File: config.mk
export PLATFORM = sky130hd
export DESIGN_NAME = fwd_scoreboard_flat
export DESIGN_NICKNAME = d
export VERILOG_FILES = /design/src/rtl/fwd_scoreboard_if.sv /design/src/rtl/fwd_scoreboard.sv /design/src/flat_wrapper.sv
export SDC_FILE = /design/constraint.sdc
export NUM_CORES = 1
export LEC_CHECK = 0
export ABC_AREA = 1
export BUFFER_PORTS_ARGS = -buffer_cell sky130_fd_sc_hd__buf_2
export CAP_MARGIN = 20
export CORE_MARGIN = 3
export CORE_UTILIZATION = 59
export CTS_CLUSTER_SIZE = 40
export DETAILED_ROUTE_END_ITERATION = 10
export PLACE_DENSITY_LB_ADDON = 0.25
export SLEW_MARGIN = 20
export SYNTH_ARGS = -nofsm -noshare
export SYNTH_HDL_FRONTEND = slang
export SYNTH_SLANG_ARGS = --single-unit
File: constraint.sdc
create_clock -name clk -period 3.7 [get_ports clk]
set_clock_uncertainty 0.2 [all_clocks]
set_input_delay 0.37 -clock clk [delete_from_list [all_inputs] [get_ports clk]]
set_output_delay 0.37 -clock clk [all_outputs]
set_load 0.05 [all_outputs]
File: src/rtl/fwd_scoreboard_if.sv
// fwd_scoreboard_if
//   Bundles the ID-stage hazard request, the pipeline stage destinations, the
//   long-op issue/completion bus and the forwarding/stall results.
//   master : pipeline side (drives requests, receives selects/stall/status)
//   slave  : fwd_scoreboard side
interface fwd_scoreboard_if #(
  parameter int AW      = 5,
  parameter int NUM_SRC = 3,
  parameter int NUM_RD  = 2,
  parameter int MAX_OUT = 4,
  parameter int CNT_W   = 16
);
  localparam int SEL_W = $clog2(NUM_SRC + 2);
  localparam int OUT_W = $clog2(MAX_OUT + 1);

  logic [NUM_RD*AW-1:0]     rs_addr_i;
  logic [NUM_RD-1:0]        rs_used_i;
  logic [AW-1:0]            wr_addr_i;
  logic                     wr_used_i;
  logic [NUM_SRC*AW-1:0]    st_rd_i;
  logic [NUM_SRC-1:0]       st_we_i;
  logic [NUM_SRC-1:0]       st_rdy_i;
  logic                     lop_issue_i;
  logic                     lop_done_i;
  logic [AW-1:0]            lop_done_rd_i;
  logic                     flush_i;
  logic [NUM_RD*SEL_W-1:0]  fwd_sel_o;
  logic                     stall_o;
  logic [OUT_W-1:0]         outstanding_o;
  logic [CNT_W-1:0]         stall_cnt_o;
  logic                     timeout_o;
  logic                     err_o;

  modport master (
    output rs_addr_i, rs_used_i, wr_addr_i, wr_used_i, st_rd_i, st_we_i,
           st_rdy_i, lop_issue_i, lop_done_i, lop_done_rd_i, flush_i,
    input  fwd_sel_o, stall_o, outstanding_o, stall_cnt_o, timeout_o, err_o
  );

  modport slave (
    input  rs_addr_i, rs_used_i, wr_addr_i, wr_used_i, st_rd_i, st_we_i,
           st_rdy_i, lop_issue_i, lop_done_i, lop_done_rd_i, flush_i,
    output fwd_sel_o, stall_o, outstanding_o, stall_cnt_o, timeout_o, err_o
  );
endinterface

File: src/rtl/fwd_scoreboard.sv
// fwd_scoreboard
//   Forwarding and hazard unit for the ID stage. Picks a bypass source per
//   read port (regfile, pipeline stage k, or the long-op completion bus),
//   raises a single ID stall for load-use, RAW/WAW against outstanding long
//   ops and a full scoreboard, and keeps stall statistics, a stall watchdog
//   and a sticky protocol-error flag.
//   clk, rst : clock, synchronous active-high reset
//   bus      : fwd_scoreboard_if.slave (requests in, selects/stall/status out)
module fwd_scoreboard #(
  parameter int AW      = 5,
  parameter int NUM_SRC = 3,
  parameter int NUM_RD  = 2,
  parameter int MAX_OUT = 4,
  parameter int CNT_W   = 16,
  parameter int TIMEOUT = 256
) (
  input  logic              clk,
  input  logic              rst,
  fwd_scoreboard_if.slave   bus
);
  localparam int SEL_W = $clog2(NUM_SRC + 2);
  localparam int OUT_W = $clog2(MAX_OUT + 1);
  localparam int WD_W  = $clog2(TIMEOUT + 1);
  localparam int NREG  = 1 << AW;

  logic [NREG-1:0]  busy_q, busy_d;
  logic [OUT_W-1:0] out_q, out_d;
  logic [CNT_W-1:0] stall_cnt_q, stall_cnt_d;
  logic [WD_W-1:0]  wd_q, wd_d;
  logic             timeout_q, timeout_d;
  logic             err_q, err_d;

  logic [NUM_RD*SEL_W-1:0] fwd_sel;
  logic [NUM_RD-1:0]       port_haz;
  logic [AW-1:0]           rd_addr;
  logic                    hit;
  logic                    waw_haz, struct_haz, stall;
  logic                    done_eff, issue_eff, inc, dec;

  // Bypass selection: youngest matching stage wins and hides everything older.
  always_comb begin
    fwd_sel  = '0;
    port_haz = '0;
    rd_addr  = '0;
    hit      = 1'b0;
    for (int p = 0; p < NUM_RD; p++) begin
      rd_addr = bus.rs_addr_i[p*AW +: AW];
      hit     = 1'b0;
      if (bus.rs_used_i[p] && rd_addr != '0) begin
        for (int k = 0; k < NUM_SRC; k++) begin
          if (!hit && bus.st_we_i[k] && bus.st_rd_i[k*AW +: AW] == rd_addr &&
              bus.st_rd_i[k*AW +: AW] != '0) begin
            hit = 1'b1;
            fwd_sel[p*SEL_W +: SEL_W] = SEL_W'(k + 1);
            if (!bus.st_rdy_i[k]) port_haz[p] = 1'b1;
          end
        end
        if (!hit) begin
          if (bus.lop_done_i && bus.lop_done_rd_i == rd_addr)
            fwd_sel[p*SEL_W +: SEL_W] = SEL_W'(NUM_SRC + 1);
          else if (busy_q[rd_addr])
            port_haz[p] = 1'b1;
        end
      end
    end
  end

  // A completion that frees a slot this cycle relieves both WAW and full stalls.
  always_comb begin
    waw_haz    = bus.wr_used_i && bus.wr_addr_i != '0 && busy_q[bus.wr_addr_i] &&
                 !(bus.lop_done_i && bus.lop_done_rd_i == bus.wr_addr_i);
    struct_haz = bus.lop_issue_i && out_q == OUT_W'(MAX_OUT) &&
                 !(bus.lop_done_i && busy_q[bus.lop_done_rd_i]);
    stall      = (|port_haz) || waw_haz || struct_haz;
  end

  always_comb begin
    busy_d      = busy_q;
    out_d       = out_q;
    err_d       = err_q;
    stall_cnt_d = stall_cnt_q;
    wd_d        = '0;
    done_eff    = bus.lop_done_i && bus.lop_done_rd_i != '0 && busy_q[bus.lop_done_rd_i];
    issue_eff   = bus.lop_issue_i && !stall && !bus.flush_i && bus.wr_addr_i != '0;
    // Only a 0->1 transition counts; a set that overrides a same-cycle clear
    // also counts so it balances the clear.
    inc         = issue_eff && (!busy_q[bus.wr_addr_i] ||
                                (done_eff && bus.lop_done_rd_i == bus.wr_addr_i));
    dec         = done_eff;

    if (done_eff)  busy_d[bus.lop_done_rd_i] = 1'b0;
    if (issue_eff) busy_d[bus.wr_addr_i]     = 1'b1;

    if (inc && !dec)      out_d = out_q + 1'b1;
    else if (dec && !inc) out_d = out_q - 1'b1;

    if (bus.lop_done_i && (bus.lop_done_rd_i == '0 || !busy_q[bus.lop_done_rd_i]))
      err_d = 1'b1;
    if (bus.lop_issue_i && !bus.wr_used_i)
      err_d = 1'b1;

    if (stall && stall_cnt_q != {CNT_W{1'b1}})
      stall_cnt_d = stall_cnt_q + 1'b1;

    if (stall)
      wd_d = (wd_q == WD_W'(TIMEOUT)) ? wd_q : wd_q + 1'b1;
    timeout_d = timeout_q || (wd_d == WD_W'(TIMEOUT));
  end

  always_ff @(posedge clk) begin
    if (rst) begin
      busy_q      <= '0;
      out_q       <= '0;
      stall_cnt_q <= '0;
      wd_q        <= '0;
      timeout_q   <= 1'b0;
      err_q       <= 1'b0;
    end else begin
      busy_q      <= busy_d;
      out_q       <= out_d;
      stall_cnt_q <= stall_cnt_d;
      wd_q        <= wd_d;
      timeout_q   <= timeout_d;
      err_q       <= err_d;
    end
  end

  assign bus.fwd_sel_o     = fwd_sel;
  assign bus.stall_o       = stall;
  assign bus.outstanding_o = out_q;
  assign bus.stall_cnt_o   = stall_cnt_q;
  assign bus.timeout_o     = timeout_q;
  assign bus.err_o         = err_q;
endmodule

File: src/flat_wrapper.sv
// flat-port wrapper written by rule: the top's interface ports become plain ports
module fwd_scoreboard_flat 
#(
  parameter int AW      = 5,
  parameter int NUM_SRC = 3,
  parameter int NUM_RD  = 2,
  parameter int MAX_OUT = 4,
  parameter int CNT_W   = 16,
  parameter int TIMEOUT = 256
)
  (clk, rst, bus_rs_addr_i, bus_rs_used_i, bus_wr_addr_i, bus_wr_used_i, bus_st_rd_i, bus_st_we_i, bus_st_rdy_i, bus_lop_issue_i, bus_lop_done_i, bus_lop_done_rd_i, bus_flush_i, bus_fwd_sel_o, bus_stall_o, bus_outstanding_o, bus_stall_cnt_o, bus_timeout_o, bus_err_o);
  fwd_scoreboard_if #(.AW(AW), .NUM_SRC(NUM_SRC), .NUM_RD(NUM_RD), .MAX_OUT(MAX_OUT), .CNT_W(CNT_W)) bus_i ();
  input  logic clk;
  input  logic rst;
  input wire logic [$bits(bus_i.rs_addr_i)-1:0] bus_rs_addr_i;
  input wire logic [$bits(bus_i.rs_used_i)-1:0] bus_rs_used_i;
  input wire logic [$bits(bus_i.wr_addr_i)-1:0] bus_wr_addr_i;
  input wire logic [$bits(bus_i.wr_used_i)-1:0] bus_wr_used_i;
  input wire logic [$bits(bus_i.st_rd_i)-1:0] bus_st_rd_i;
  input wire logic [$bits(bus_i.st_we_i)-1:0] bus_st_we_i;
  input wire logic [$bits(bus_i.st_rdy_i)-1:0] bus_st_rdy_i;
  input wire logic [$bits(bus_i.lop_issue_i)-1:0] bus_lop_issue_i;
  input wire logic [$bits(bus_i.lop_done_i)-1:0] bus_lop_done_i;
  input wire logic [$bits(bus_i.lop_done_rd_i)-1:0] bus_lop_done_rd_i;
  input wire logic [$bits(bus_i.flush_i)-1:0] bus_flush_i;
  output wire logic [$bits(bus_i.fwd_sel_o)-1:0] bus_fwd_sel_o;
  output wire logic [$bits(bus_i.stall_o)-1:0] bus_stall_o;
  output wire logic [$bits(bus_i.outstanding_o)-1:0] bus_outstanding_o;
  output wire logic [$bits(bus_i.stall_cnt_o)-1:0] bus_stall_cnt_o;
  output wire logic [$bits(bus_i.timeout_o)-1:0] bus_timeout_o;
  output wire logic [$bits(bus_i.err_o)-1:0] bus_err_o;
  assign bus_i.rs_addr_i = bus_rs_addr_i;
  assign bus_i.rs_used_i = bus_rs_used_i;
  assign bus_i.wr_addr_i = bus_wr_addr_i;
  assign bus_i.wr_used_i = bus_wr_used_i;
  assign bus_i.st_rd_i = bus_st_rd_i;
  assign bus_i.st_we_i = bus_st_we_i;
  assign bus_i.st_rdy_i = bus_st_rdy_i;
  assign bus_i.lop_issue_i = bus_lop_issue_i;
  assign bus_i.lop_done_i = bus_lop_done_i;
  assign bus_i.lop_done_rd_i = bus_lop_done_rd_i;
  assign bus_i.flush_i = bus_flush_i;
  assign bus_fwd_sel_o = bus_i.fwd_sel_o;
  assign bus_stall_o = bus_i.stall_o;
  assign bus_outstanding_o = bus_i.outstanding_o;
  assign bus_stall_cnt_o = bus_i.stall_cnt_o;
  assign bus_timeout_o = bus_i.timeout_o;
  assign bus_err_o = bus_i.err_o;
  fwd_scoreboard #(.AW(AW), .NUM_SRC(NUM_SRC), .NUM_RD(NUM_RD), .MAX_OUT(MAX_OUT), .CNT_W(CNT_W), .TIMEOUT(TIMEOUT)) u_core (.clk(clk), .rst(rst), .bus(bus_i));
endmodule
==> metrics <==
Clk Tree Root Cell=clkbuf_8; Final Total Pwr=1.774 mW; LEAKAGE=2.855 nW; # Max-Cap Violations=0; Synth top area share=22.64%; top post-synthesis cells by area=dfxtp_1, nand2_1, nand3_1, inv_1, o21ai_0; TritonCTS clock tree=done; most common library cells after synthesis=nand2_1, inv_1, nand3_1; clk_lat worst skew=0.35 ns; Seq/Total Area, Yosys=22.64%; TritonCTS sink count=62; Finished Core Util=69.10%; unique cell type count in the Yosys netlist=38; die footprint=0.01049 sq mm; CP max FO=38; Sw Share=35.50%; PortBufs=76; sequential share of power=38.9%; Yosys reg bits=62; GR Overflow Total=0; post-CTS setup buffer count=0; Worst-Margin Slew=0.9180 ns; count of final hold-check violations=0; Psw=0.6299 mW; Final setup viols=0; mux contribution to synthesized area=0%; Pint=1.144 mW; max-slew violations=0; simple-gate portion of the synthesized area=43.84%; largest net degree at the start of global routing=52; # rows=34; Tot GR Track Use=33.53%; CTS Hold Bufs=0; Die Y-Extent=102.4 um; wire per inst=15.07 um; clk buf depth=2; DR iter-0 viols=743; post-CTS sizing=0; Layout Cells excl Fill=1,158; post-synthesis compound-gate area fraction=15.13%; DRC viols=0; remaining antenna violation count=0; DRT Pass-1 Iters=9; startpoint types=input port; crit path DAT=3.21 ns; final period utilization=85.63%; Synth async-reset ratio=0%; Worst-path clk slew=0.08 ns; CP endpoint kind=flip-flop; worst setup margin=0.5318 ns; HP Class=in2reg; fmax=0.3156 GHz; routability cong.=0.9793; clock share of power=35.9%; vias in the first global route=5,985; largest family of logic cells by synthesized area=simple AND/OR/NAND/NOR gates; Cell Area, Synth=0.005483 sq mm; Req. time, crit path=3.74 ns; vias per cell=5.824; number of fill cells in the layout=854; I/O pin total=77; HPWL Detailed=12,710 um; xor and xnor area share after synthesis=4.153%; share of cells above drive strength 1=12.76%; first-pass GRT wire length=28,020 um; Adder-Cell Fraction of Synth Area=1.278%; Fin Setup TNS=0 ns; initial antenna violation count=0; VDD IR-drop max=0.0003493 V; cell taking the most area after synthesis=dfxtp_1; status=complete, no violations; Worst Setup Path Type=in2reg; RSZ-0062 raised after global routing=no; setup slack after placement=0.2366 ns; EDFF count, synth=0; synth warn=0; Tmin final=3.168 ns; H-tree levels=3; dpl cells=1,142; Comb pwr share=25.1%; Top FF cell, synth=dfxtp_1; Mapped Cells=979; core area=0.008891 sq mm; CTS buffer count=9; Vias=6,744; synthesized area per cell=5.600 sq um; Pwr Density=288.8 mW/mm^2; antenna cells=0; net count after synthesis=1,033; Slew headroom=38.57%; Routed WL=17,450 um; Final nets=1,099; Initial Util=61.67%; Area growth syn-to-layout=12.05%; count leader, synth=nand2_1; Die Width=102.4 um
placed cells by master (no fill, tap or decap), types with 5 or more instances in the layout:
master / count
o211ai_1: 5
nor3_1: 27
buf_4: 21
xor2_1: 14
nand3_1: 119
nand4_1: 7
a21oi_1: 60
nor2_1: 72
clkbuf_8: 10
dfxtp_1: 62
inv_1: 119
o22ai_1: 6
nor4_1: 5
o21ai_0: 65
buf_2: 76
inv_2: 7
xnor2_1: 12
nand2_1: 323
state kept, by name (all words and copies together) (netlist names):
register,cells
u_core.wd_q,9
u_core.bus.err_o,1
u_core.bus.timeout_o,1
u_core.busy_q,32
u_core.bus.outstanding_o,3
u_core.bus.stall_cnt_o,16
cell type report:
cell class              instances  area (sq um)  area share [%]
repair buffers                 98         558.0           9.084
clock buffers                  10         137.6           2.240
inverters                     126         473.0           7.699
flip-flops and latches         62          1241           20.20
clock inverters                 6         67.56           1.100
multi-input cells             748          3531           57.47
well taps                     108         135.1           2.200
through the flow:
stage / instance area, sq um / hold WS (ns)
2_1_floorplan: 5483 / 0.2539
3_3_place_gp: 5938 / 0.2366
3_5_place_dp: 5938 / 0.2398
4_1_cts: 6143 / 0.09386
5_1_grt: 6143 / 0.1227
6_report: 6143 / 0.1081
logic make-up (layout without fill, tap and decap cells):
family	count (synthesis)	in the layout
adder cells (fa/ha/maj)	5	5
AND/OR/NAND/NOR	565	565
XOR/XNOR	26	26
flip-flops	62	62
buffers and inverters	169	240
AO/OA/AOI/OAI	152	152
per-layer routing:
layer | GRT usage, % | vias to the layer above | share of wire (%)
li1 | - | 3270 | -
met5 | 0 | - | 0
met1 | 44.56 | 2970 | 40
met4 | 11.30 | 0 | 3.5
met2 | 52.32 | 436 | 44
met3 | 9.488 | 68 | 12
critical path, stage by stage:
cell and delay (ns):
buf_2 0.47, nand2_1 0.10, o21ai_0 0.11, nand2_1 0.07, nand2_1 0.11, nand2_1 0.06, nand2_1 0.07, nor2_1 0.06
a22oi_1 0.27, nand2_1 0.09, a211oi_1 0.26, ha_1 0.19, inv_1 0.06, fa_1 0.37, a21oi_1 0.14, o21ai_0 0.14
o21ai_0 0.19, a21oi_1 0.06
worst paths after layout:
path,slack (ns),to,cells after the start,from
min,0.11,u_core.bus.err_o$_SDFFE_PP0P_,3,bus_lop_issue_i
max reg2reg,0.58,u_core.bus.outstanding_o[2]$_SDFFE_PP0P_,17,u_core.busy_q[14]$_SDFF_PP0_
min reg2reg,0.25,u_core.bus.timeout_o$_SDFF_PP0_,2,u_core.bus.timeout_o$_SDFF_PP0_
max,0.53,u_core.bus.outstanding_o[2]$_SDFFE_PP0P_,18,bus_lop_done_rd_i[0]
power groups by stage:
stage	sequential, mW	combinational [mW]	clock, mW
3_3_place_gp	0.706	0.431	0
2_1_floorplan	0.733	0.284	0
3_5_place_dp	0.706	0.433	0
6_report	0.691	0.446	0.637
5_1_grt	0.693	0.487	0.675
4_1_cts	0.691	0.436	0.643
(Power assumes the default switching activity.)
